## src/rtl/regfile_wb_arbiter_pkg.sv

```systemverilog
// Shared constants and FSM encoding for the register-file writeback arbiter.
// Optional feature macro: RR_ARB_EN (round-robin arbitration; fixed priority otherwise).
package regfile_pkg;

    localparam int XLEN     = 32;
    localparam int REG_AW   = 5;
    localparam int NUM_REGS = 32;

    typedef enum logic {
        ST_INIT = 1'b0,
        ST_RUN  = 1'b1
    } state_t;

endpackage

```

## src/rtl/regfile_wb_arbiter_if.sv

```systemverilog
// Writeback bus: requester handshake plus the register-file write port.
// The arbiter side uses the master modport, requesters/environment use slave.
interface regfile_wb_if
    import regfile_pkg::*;
#(
    parameter int N_REQ = 3
);
    logic                    soft_init;
    logic [N_REQ-1:0]        req_valid;
    logic [N_REQ*REG_AW-1:0] req_addr;
    logic [N_REQ*XLEN-1:0]   req_data;
    logic [N_REQ-1:0]        req_ready;
    logic                    rf_wr;
    logic [REG_AW-1:0]       rf_addr;
    logic [XLEN-1:0]         rf_data;
    logic                    init_done;

    modport master (
        input  soft_init, req_valid, req_addr, req_data,
        output req_ready, rf_wr, rf_addr, rf_data, init_done
    );

    modport slave (
        output soft_init, req_valid, req_addr, req_data,
        input  req_ready, rf_wr, rf_addr, rf_data, init_done
    );
endinterface

```

## src/rtl/regfile_wb_arbiter_arb.sv

```systemverilog
// Writeback request arbiter: valid vector in, one-hot grant and index out.
// With RR_ARB_EN defined the search starts at i_rr_ptr and wraps; otherwise
// it is a plain priority encoder where the lowest valid index wins.
module wb_rr_arbiter #(
    parameter int N_REQ = 3,
    parameter int PTR_W = (N_REQ > 1) ? $clog2(N_REQ) : 1
) (
    input  logic [N_REQ-1:0] i_valid,
`ifdef RR_ARB_EN
    input  logic [PTR_W-1:0] i_rr_ptr,
`endif
    output logic [N_REQ-1:0] o_grant,
    output logic [PTR_W-1:0] o_idx,
    output logic             o_any
);

`ifdef RR_ARB_EN
    // Rotating search: first valid index at or after the pointer, wrapping around.
    always_comb begin
        int j;
        o_grant = '0;
        o_idx   = '0;
        o_any   = 1'b0;
        j       = 0;
        for (int k = 0; k < N_REQ; k++) begin
            j = int'(i_rr_ptr) + k;
            if (j >= N_REQ) j = j - N_REQ;
            if (!o_any && i_valid[j]) begin
                o_any      = 1'b1;
                o_grant[j] = 1'b1;
                o_idx      = PTR_W'(j);
            end
        end
    end
`else
    // Fixed priority: the lowest valid index wins.
    always_comb begin
        o_grant = '0;
        o_idx   = '0;
        o_any   = 1'b0;
        for (int k = 0; k < N_REQ; k++) begin
            if (!o_any && i_valid[k]) begin
                o_any      = 1'b1;
                o_grant[k] = 1'b1;
                o_idx      = PTR_W'(k);
            end
        end
    end
`endif

endmodule

```

## src/rtl/regfile_wb_arbiter.sv

```systemverilog
// Register-file write-port owner: zero-sweeps all registers after reset or
// soft_init, then arbitrates writeback requesters onto the single write port.
// Writes to x0 complete their handshake but never assert rf_wr.
// Optional feature macro: RR_ARB_EN selects round-robin instead of fixed priority.
module regfile_wb_arbiter
    import regfile_pkg::*;
#(
    parameter int N_REQ = 3
) (
    input  logic              clk,
    input  logic              rst,
    regfile_wb_if.master      bus
);
    localparam int PTR_W = (N_REQ > 1) ? $clog2(N_REQ) : 1;

    state_t              r_state;
    state_t              w_next_state;
    logic [REG_AW-1:0]   r_sweep_cnt;
    logic                w_sweep_last;
    logic [N_REQ-1:0]    w_grant;
    logic [PTR_W-1:0]    w_idx;
    logic                w_any;
    logic                w_xfer;
    logic [REG_AW-1:0]   w_sel_addr;
    logic [XLEN-1:0]     w_sel_data;

`ifdef RR_ARB_EN
    logic [PTR_W-1:0]    r_rr_ptr;
`endif

    wb_rr_arbiter #(
        .N_REQ (N_REQ),
        .PTR_W (PTR_W)
    ) u_arb (
        .i_valid  (bus.req_valid),
`ifdef RR_ARB_EN
        .i_rr_ptr (r_rr_ptr),
`endif
        .o_grant  (w_grant),
        .o_idx    (w_idx),
        .o_any    (w_any)
    );

    assign w_sweep_last = (r_sweep_cnt == REG_AW'(NUM_REGS - 1));
    assign w_sel_addr   = bus.req_addr[w_idx*REG_AW +: REG_AW];
    assign w_sel_data   = bus.req_data[w_idx*XLEN +: XLEN];

    // FSM state register.
    always_ff @(posedge clk or posedge rst) begin
        if (rst) r_state <= ST_INIT;
        else     r_state <= w_next_state;
    end

    // Next state and combinational grant; soft_init in RUN suppresses the grant.
    always_comb begin
        w_next_state  = r_state;
        bus.req_ready = '0;
        w_xfer        = 1'b0;
        case (r_state)
            ST_INIT: begin
                if (w_sweep_last) w_next_state = ST_RUN;
            end
            ST_RUN: begin
                if (bus.soft_init) begin
                    w_next_state = ST_INIT;
                end else begin
                    bus.req_ready = w_grant;
                    w_xfer        = w_any;
                end
            end
            default: w_next_state = ST_INIT;
        endcase
    end

    // Sweep counter, done flag and the registered write port.
    always_ff @(posedge clk or posedge rst) begin
        if (rst) begin
            r_sweep_cnt   <= '0;
            bus.rf_wr     <= 1'b0;
            bus.rf_addr   <= '0;
            bus.rf_data   <= '0;
            bus.init_done <= 1'b0;
        end else if (r_state == ST_INIT) begin
            bus.rf_wr     <= 1'b1;
            bus.rf_addr   <= r_sweep_cnt;
            bus.rf_data   <= '0;
            r_sweep_cnt   <= w_sweep_last ? '0 : r_sweep_cnt + 1'b1;
            bus.init_done <= w_sweep_last;
        end else if (bus.soft_init) begin
            bus.rf_wr     <= 1'b0;
            r_sweep_cnt   <= '0;
            bus.init_done <= 1'b0;
        end else if (w_xfer && (w_sel_addr != '0)) begin
            bus.rf_wr     <= 1'b1;
            bus.rf_addr   <= w_sel_addr;
            bus.rf_data   <= w_sel_data;
        end else begin
            bus.rf_wr     <= 1'b0;
        end
    end

`ifdef RR_ARB_EN
    // Round-robin pointer moves past each granted requester; soft_init leaves it alone.
    always_ff @(posedge clk or posedge rst) begin
        if (rst) begin
            r_rr_ptr <= '0;
        end else if (w_xfer) begin
            if (int'(w_idx) == N_REQ - 1) r_rr_ptr <= '0;
            else                          r_rr_ptr <= w_idx + PTR_W'(1);
        end
    end
`endif

endmodule
```

## src/flat_wrapper.sv

```systemverilog
// flat-port wrapper written by rule: the top's interface ports become plain ports
module regfile_wb_arbiter_flat import regfile_pkg::*;
#(
    parameter int N_REQ = 3
)
  (clk, rst, bus_soft_init, bus_req_valid, bus_req_addr, bus_req_data, bus_req_ready, bus_rf_wr, bus_rf_addr, bus_rf_data, bus_init_done);
  regfile_wb_if #(.N_REQ(N_REQ)) bus_i ();
  input  logic clk;
  input  logic rst;
  input wire logic [$bits(bus_i.soft_init)-1:0] bus_soft_init;
  input wire logic [$bits(bus_i.req_valid)-1:0] bus_req_valid;
  input wire logic [$bits(bus_i.req_addr)-1:0] bus_req_addr;
  input wire logic [$bits(bus_i.req_data)-1:0] bus_req_data;
  output wire logic [$bits(bus_i.req_ready)-1:0] bus_req_ready;
  output wire logic [$bits(bus_i.rf_wr)-1:0] bus_rf_wr;
  output wire logic [$bits(bus_i.rf_addr)-1:0] bus_rf_addr;
  output wire logic [$bits(bus_i.rf_data)-1:0] bus_rf_data;
  output wire logic [$bits(bus_i.init_done)-1:0] bus_init_done;
  assign bus_i.soft_init = bus_soft_init;
  assign bus_i.req_valid = bus_req_valid;
  assign bus_i.req_addr = bus_req_addr;
  assign bus_i.req_data = bus_req_data;
  assign bus_req_ready = bus_i.req_ready;
  assign bus_rf_wr = bus_i.rf_wr;
  assign bus_rf_addr = bus_i.rf_addr;
  assign bus_rf_data = bus_i.rf_data;
  assign bus_init_done = bus_i.init_done;
  regfile_wb_arbiter #(.N_REQ(N_REQ)) u_core (.clk(clk), .rst(rst), .bus(bus_i));
endmodule
```

## config.mk

```make
export PLATFORM = sky130hd
export DESIGN_NAME = regfile_wb_arbiter_flat
export DESIGN_NICKNAME = d
export VERILOG_FILES = /design/src/rtl/regfile_wb_arbiter_pkg.sv /design/src/rtl/regfile_wb_arbiter_if.sv /design/src/rtl/regfile_wb_arbiter_arb.sv /design/src/rtl/regfile_wb_arbiter.sv /design/src/flat_wrapper.sv
export SDC_FILE = /design/constraint.sdc
export NUM_CORES = 1
export LEC_CHECK = 0
export ABC_AREA = 1
export ABC_CLOCK_PERIOD_IN_PS = 1480
export CAP_MARGIN = 10
export CORE_UTILIZATION = 40
export DETAILED_ROUTE_END_ITERATION = 10
export GPL_TIMING_DRIVEN = 1
export HOLD_SLACK_MARGIN = 0.15
export PLACE_DENSITY = 0.9
export RECOVER_POWER = 50
export SLEW_MARGIN = 0
export SYNTH_ARGS = -nofsm -noshare
export SYNTH_HDL_FRONTEND = slang
export SYNTH_SLANG_ARGS = --single-unit
```

## constraint.sdc

```tcl
create_clock -name clk -period 1.48 [get_ports clk]
set_input_delay 0.296 -clock clk [delete_from_list [all_inputs] [get_ports clk]]
set_output_delay 0.296 -clock clk [all_outputs]
set_load 0.02 [all_outputs]
```

Word-level counts from Yosys, hierarchy flattened
Index checks and enable logic that the tools add are counted.

Bitwise gates (word level): 1. Multiplexer cells: 28. Shift-type cells: 2. Multipliers: 1. Reduce and logical (&&, ||, !) cells: 7. Eq/ne operators: 4. $add $sub $neg: 1.

Operator list (number): $mux 32 (3); $shiftx 96x8->32 (1); $mux 5 (6); $mux 1 (15); $shiftx 15x6->5 (1); $mux 3 (2); $ne 2x2->1 const B (3); $add 5x1->5 const B (1); $eq 5x5->1 const B (1); $mul 2x3->5 const B (1); $reduce_bool 5->1 (1); $logic_and 1x1->1 (3); $logic_not 1->1 (2); $mux 2 (1); $pmux 1 s2 (1); $reduce_and 2->1 (1); $not 1->1 (1).

Output and inout port bits: 42. Bits in registers: 45. Input port bits: 117. Word-level logic and storage cells: 50.

Longest topological paths before layout
Depth in word-level cells: 14. Gate-level depth with buffers: 12. Depth with buffers taken out: 10.

Modules after synthesis
A second synthesis with hierarchy kept.

Cell total of the unflattened synthesis: 409. Area total of the unflattened synthesis: 2840.2 µm².

Modules (own cells, without submodules): regfile_wb_arbiter (cells each 399, times used 1, area an instance 2785.2 µm², seq. area each 1126.1 µm²); wb_rr_arbiter (cells each 10, times used 1, area an instance 55.1 µm², seq. area each 0.0 µm²).

Worst setup path before layout
Ideal clock, no wire load.

Path kind: register to output. From: register u_core.r_state. To: output bus_req_ready[0]. Required time: 1.184 ns. Stages on the path, launching flop included: 6. Data arrival time: 1.327 ns. Path buffers: 2. Path slack: -0.143 ns. Cell sequence: dfrtp_1 -> clkbuf_1 -> inv_1 -> or2_2 -> clkbuf_1 -> nor2_1.

Word-level cells in the longest chain between the ends: 1.

RTL lines: start, declared (RTL line regfile_wb_arbiter.sv:16) `state_t r_state;`; start signal, assigned (RTL line regfile_wb_arbiter.sv:51) `else r_state <= w_next_state;`; $mux 3 (RTL line regfile_wb_arbiter.sv:59) `case (r_state)`; end, declared (RTL line flat_wrapper.sv:14) `output wire logic [$bits(bus_i.req_ready)-1:0] bus_req_ready;`.

Every way passes these cells.

Worst setup path in the final report
From: register u_core.r_state. To: output bus_req_ready[1].

Same word-level chain as after synthesis.

==> impl_metrics.json <==
{
  "path_cells": "inv_2, or2_4, nor2_4, buf_6",
  "critPathLaunchType": "register",
  "clock_skew_ps": 9.30,
  "grt_max_degree": 46,
  "endpoint_kind": "output pin",
  "die_w_um": 88.6,
  "setup_violations": 35,
  "crit_path_top_delay_cell": "dfrtp_2",
  "switchingPower_mw": 1.59,
  "final_cells": 678,
  "clkLatencyLatePin_ps": 300,
  "cts_buffers": 5,
  "wl_met1_mm": 4.31,
  "dr_wl_met2_mm": 5.73,
  "start_util_pct": 41.4,
  "std_cell_rows": 31,
  "fin_util_pct": 72.1,
  "cts_root_buf": "clkbuf_8",
  "hp-class": "reg2reg",
  "worst_ep_arrival_time_ps": 1280,
  "cts.hold.buffers_added": 0,
  "wl_mm": 11.0,
  "postSynthCellCount": 399,
  "vdd_drop_max_v": 0.000670,
  "path_clk_slew_ps": 90,
  "yosysSeqAreaShare_pct": 37.5,
  "pin_count": 159,
  "fin_hold_ws_ps": 507,
  "rr_startpoint": "u_core.r_state",
  "cts_sinks": 45,
  "grt_overflow": 0,
  "syn_nets": 518,
  "top_layer": "met4",
  "hold_viol_final": 0,
  "die_area_um2": 7860,
  "fin_nets": 697,
  "post-place-cells": 654,
  "post_drt_wl_per_cell_um": 16.2,
  "dp.final_hpwl_mm": 7.46,
  "die_h_um": 88.6,
  "slew_headroom_pct": 32.4,
  "slew_violations": 0,
  "met3_length_um": 630,
  "final.min_clock_period_ps": 1580,
  "grt_use_total_pct": 26.4,
  "maxCapViolCount": 0,
  "firstDrtPassIters": 4,
  "ys_types": 28,
  "mostFrequentLayoutCell": "clkdlybuf4s50_1",
  "drtAntennaViolNets": 0,
  "worstMarginPinSlew_ps": 1010,
  "finalPower_mw": 4.47,
  "grt_pass1_wl_mm": 15.8,
  "pwr_density_cell_nw_per_um2": 855,
  "worstPathRequired_ps": 1180,
  "ys_ff_latch": 45,
  "critPathBufInv": 2,
  "fmax_mhz": 633,
  "cts_buffer_depth": 2,
  "violations": "setup timing",
  "rrSetupSlack_ps": 90,
  "hold_start": "u_core.bus.rf_data[11]",
  "p_leak_nw": 2.54,
  "p_seq_share_pct": 35.5,
  "drc": 0,
  "portBuffers": 158,
  "yosys_warnings": 0,
  "cpLargestDelayFamily": "flip-flops",
  "worst_slack_ps": -99.2,
  "drive_above_1_share_pct": 21.2,
  "power.internal_mw": 2.88,
  "routed-via-count": 3513,
  "drt-vias-per-instance": 5.18,
  "hold_path_end": "u_core.bus.rf_data[11]",
  "max_stage_delay_ps": 410,
  "grt_pass1_vias": 3375,
  "htree_levels": 2,
  "synth.avg_cell_area_um2": 7.53,
  "clock_power_share_pct": 21.1,
  "tritoncts": "built",
  "antenna_found_initial": 0,
  "critPathMaxFanout": 4,
  "first_iter_violations": 165,
  "syn_to_final_growth_pct": 74.3,
  "rsz0062_at_grt": "yes",
  "pwr-share-comb_pct": 43.3,
  "worstSetupPathType": "reg2out",
  "antenna_cells": 0,
  "fin_crit_sh_pct": 107,
  "cp-startpoint": "u_core.r_state",
  "r2r_cells": 7,
  "n_fill_cell": 538,
  "synth_area_um2": 3000,
  "swShare_pct": 35.5,
  "whs_path_depth": 2,
  "core_um2": 7250,
  "r2r-end": "u_core.bus.rf_data[22]",
  "place.gp.congestion": 0.864,
  "status": "complete, but fails checks",
  "layout_common_cells": "clkdlybuf4s50_1 (108), nand2_1 (101), o21ai_0 (50)"
}
state kept, by name, indices dropped and copies added (netlist names):
name and cells:
u_core.bus.rf_data 32, u_core.bus.rf_addr 5, u_core.bus.init_done 1, u_core.r_state 1, u_core.bus.rf_wr 1, u_core.r_sweep_cnt 5
routing by layer:
metal | track usage, % | up-vias
li1 | - | 1680
met1 | 31.3 | 1662
met2 | 46.9 | 143
met3 | 5.60 | 28
met4 | 9.97 | 0
met5 | 0 | -
what timing repair did:
item | CTS | global route
buffers inserted | 5 | 5
hold endpoints to repair | 0 | 0
endpoints found under the setup margin | 81 | 41
resized for setup | 86 | 34
gates cloned | 3 | 3
pin swaps | 19 | 33
stage by stage:
| step | setup WS (ps) | cell area (µm²) | TNS [ps] |
|---|---|---|---|
| finish | -99.2 | 5230 | -1540 |
| global route | -151 | 5230 | -3060 |
| CTS | -93.5 | 5010 | -308 |
| detailed placement | -801 | 4800 | -31940 |
| global placement | -723 | 4800 | -28720 |
| floorplan | -51.9 | 3040 | -1560 |
tightest hold or removal path: stages (launching register included):
cell and delay, ps:
dfrtp_1 350, nand3_1 70, nand2_1 60
cells in the mapped netlist, drive strengths merged:
cell type	instances	area [µm²]
nand2	112	440
nand3	80	571
a21oi	3	15.0
xor2	1	8.76
ha	2	25.0
dfrtp	45	1130
buf	12	141
o32ai	1	8.76
clkbuf	20	86.3
a31oi	10	62.6
o21a	1	7.51
o22ai	1	6.26
or2	4	25.0
o21bai	1	11.3
o21ai	52	260
inv	15	56.3
nor2	39	151
final cells by class:
type / instances / area, µm² / area share, %
Clock buffer: 5 / 68.8 / 1.32
Clock inverter: 3 / 46.3 / 0.885
Inverter: 15 / 62.6 / 1.20
Multi-Input combinational cell: 307 / 1710 / 32.7
Sequential cell: 45 / 1130 / 21.5
Tap cell: 99 / 124 / 2.37
Timing Repair Buffer: 204 / 2090 / 40.0
cell families after synthesis:
logic type | after synthesis | synth area share [%]
compound gates | 69 | 12.4
xor+xnor | 1 | 0.292
fa+ha+maj | 2 | 0.833
buf+inv | 47 | 9.46
flops | 45 | 37.5
simple gates | 235 | 39.5
worst max path at each step:
stage	end	slack (ps)	cells after the start
2_1_floorplan	u_core.bus.rf_data[29]	-50	12
3_3_place_gp	u_core.bus.rf_data[9]	-720	10
3_5_place_dp	u_core.bus.rf_data[30]	-800	10
4_1_cts	bus_req_ready[1]	-90	4
5_1_grt	bus_req_ready[1]	-150	4
6_report	bus_req_ready[1]	-100	4
power by group through the flow:
| stage | registers (mW) | logic [mW] | clock network [mW] |
|---|---|---|---|
| final | 1.59 | 1.94 | 0.945 |
| after global routing | 1.62 | 2.10 | 1.01 |
| after CTS | 1.58 | 1.77 | 0.952 |
| after detailed placement | 1.60 | 1.80 | 0 |
| after global placement | 1.59 | 1.74 | 0 |
| after floorplan | 1.74 | 0.802 | 0 |
No activity file was read; power rests on OpenSTA's default activity.
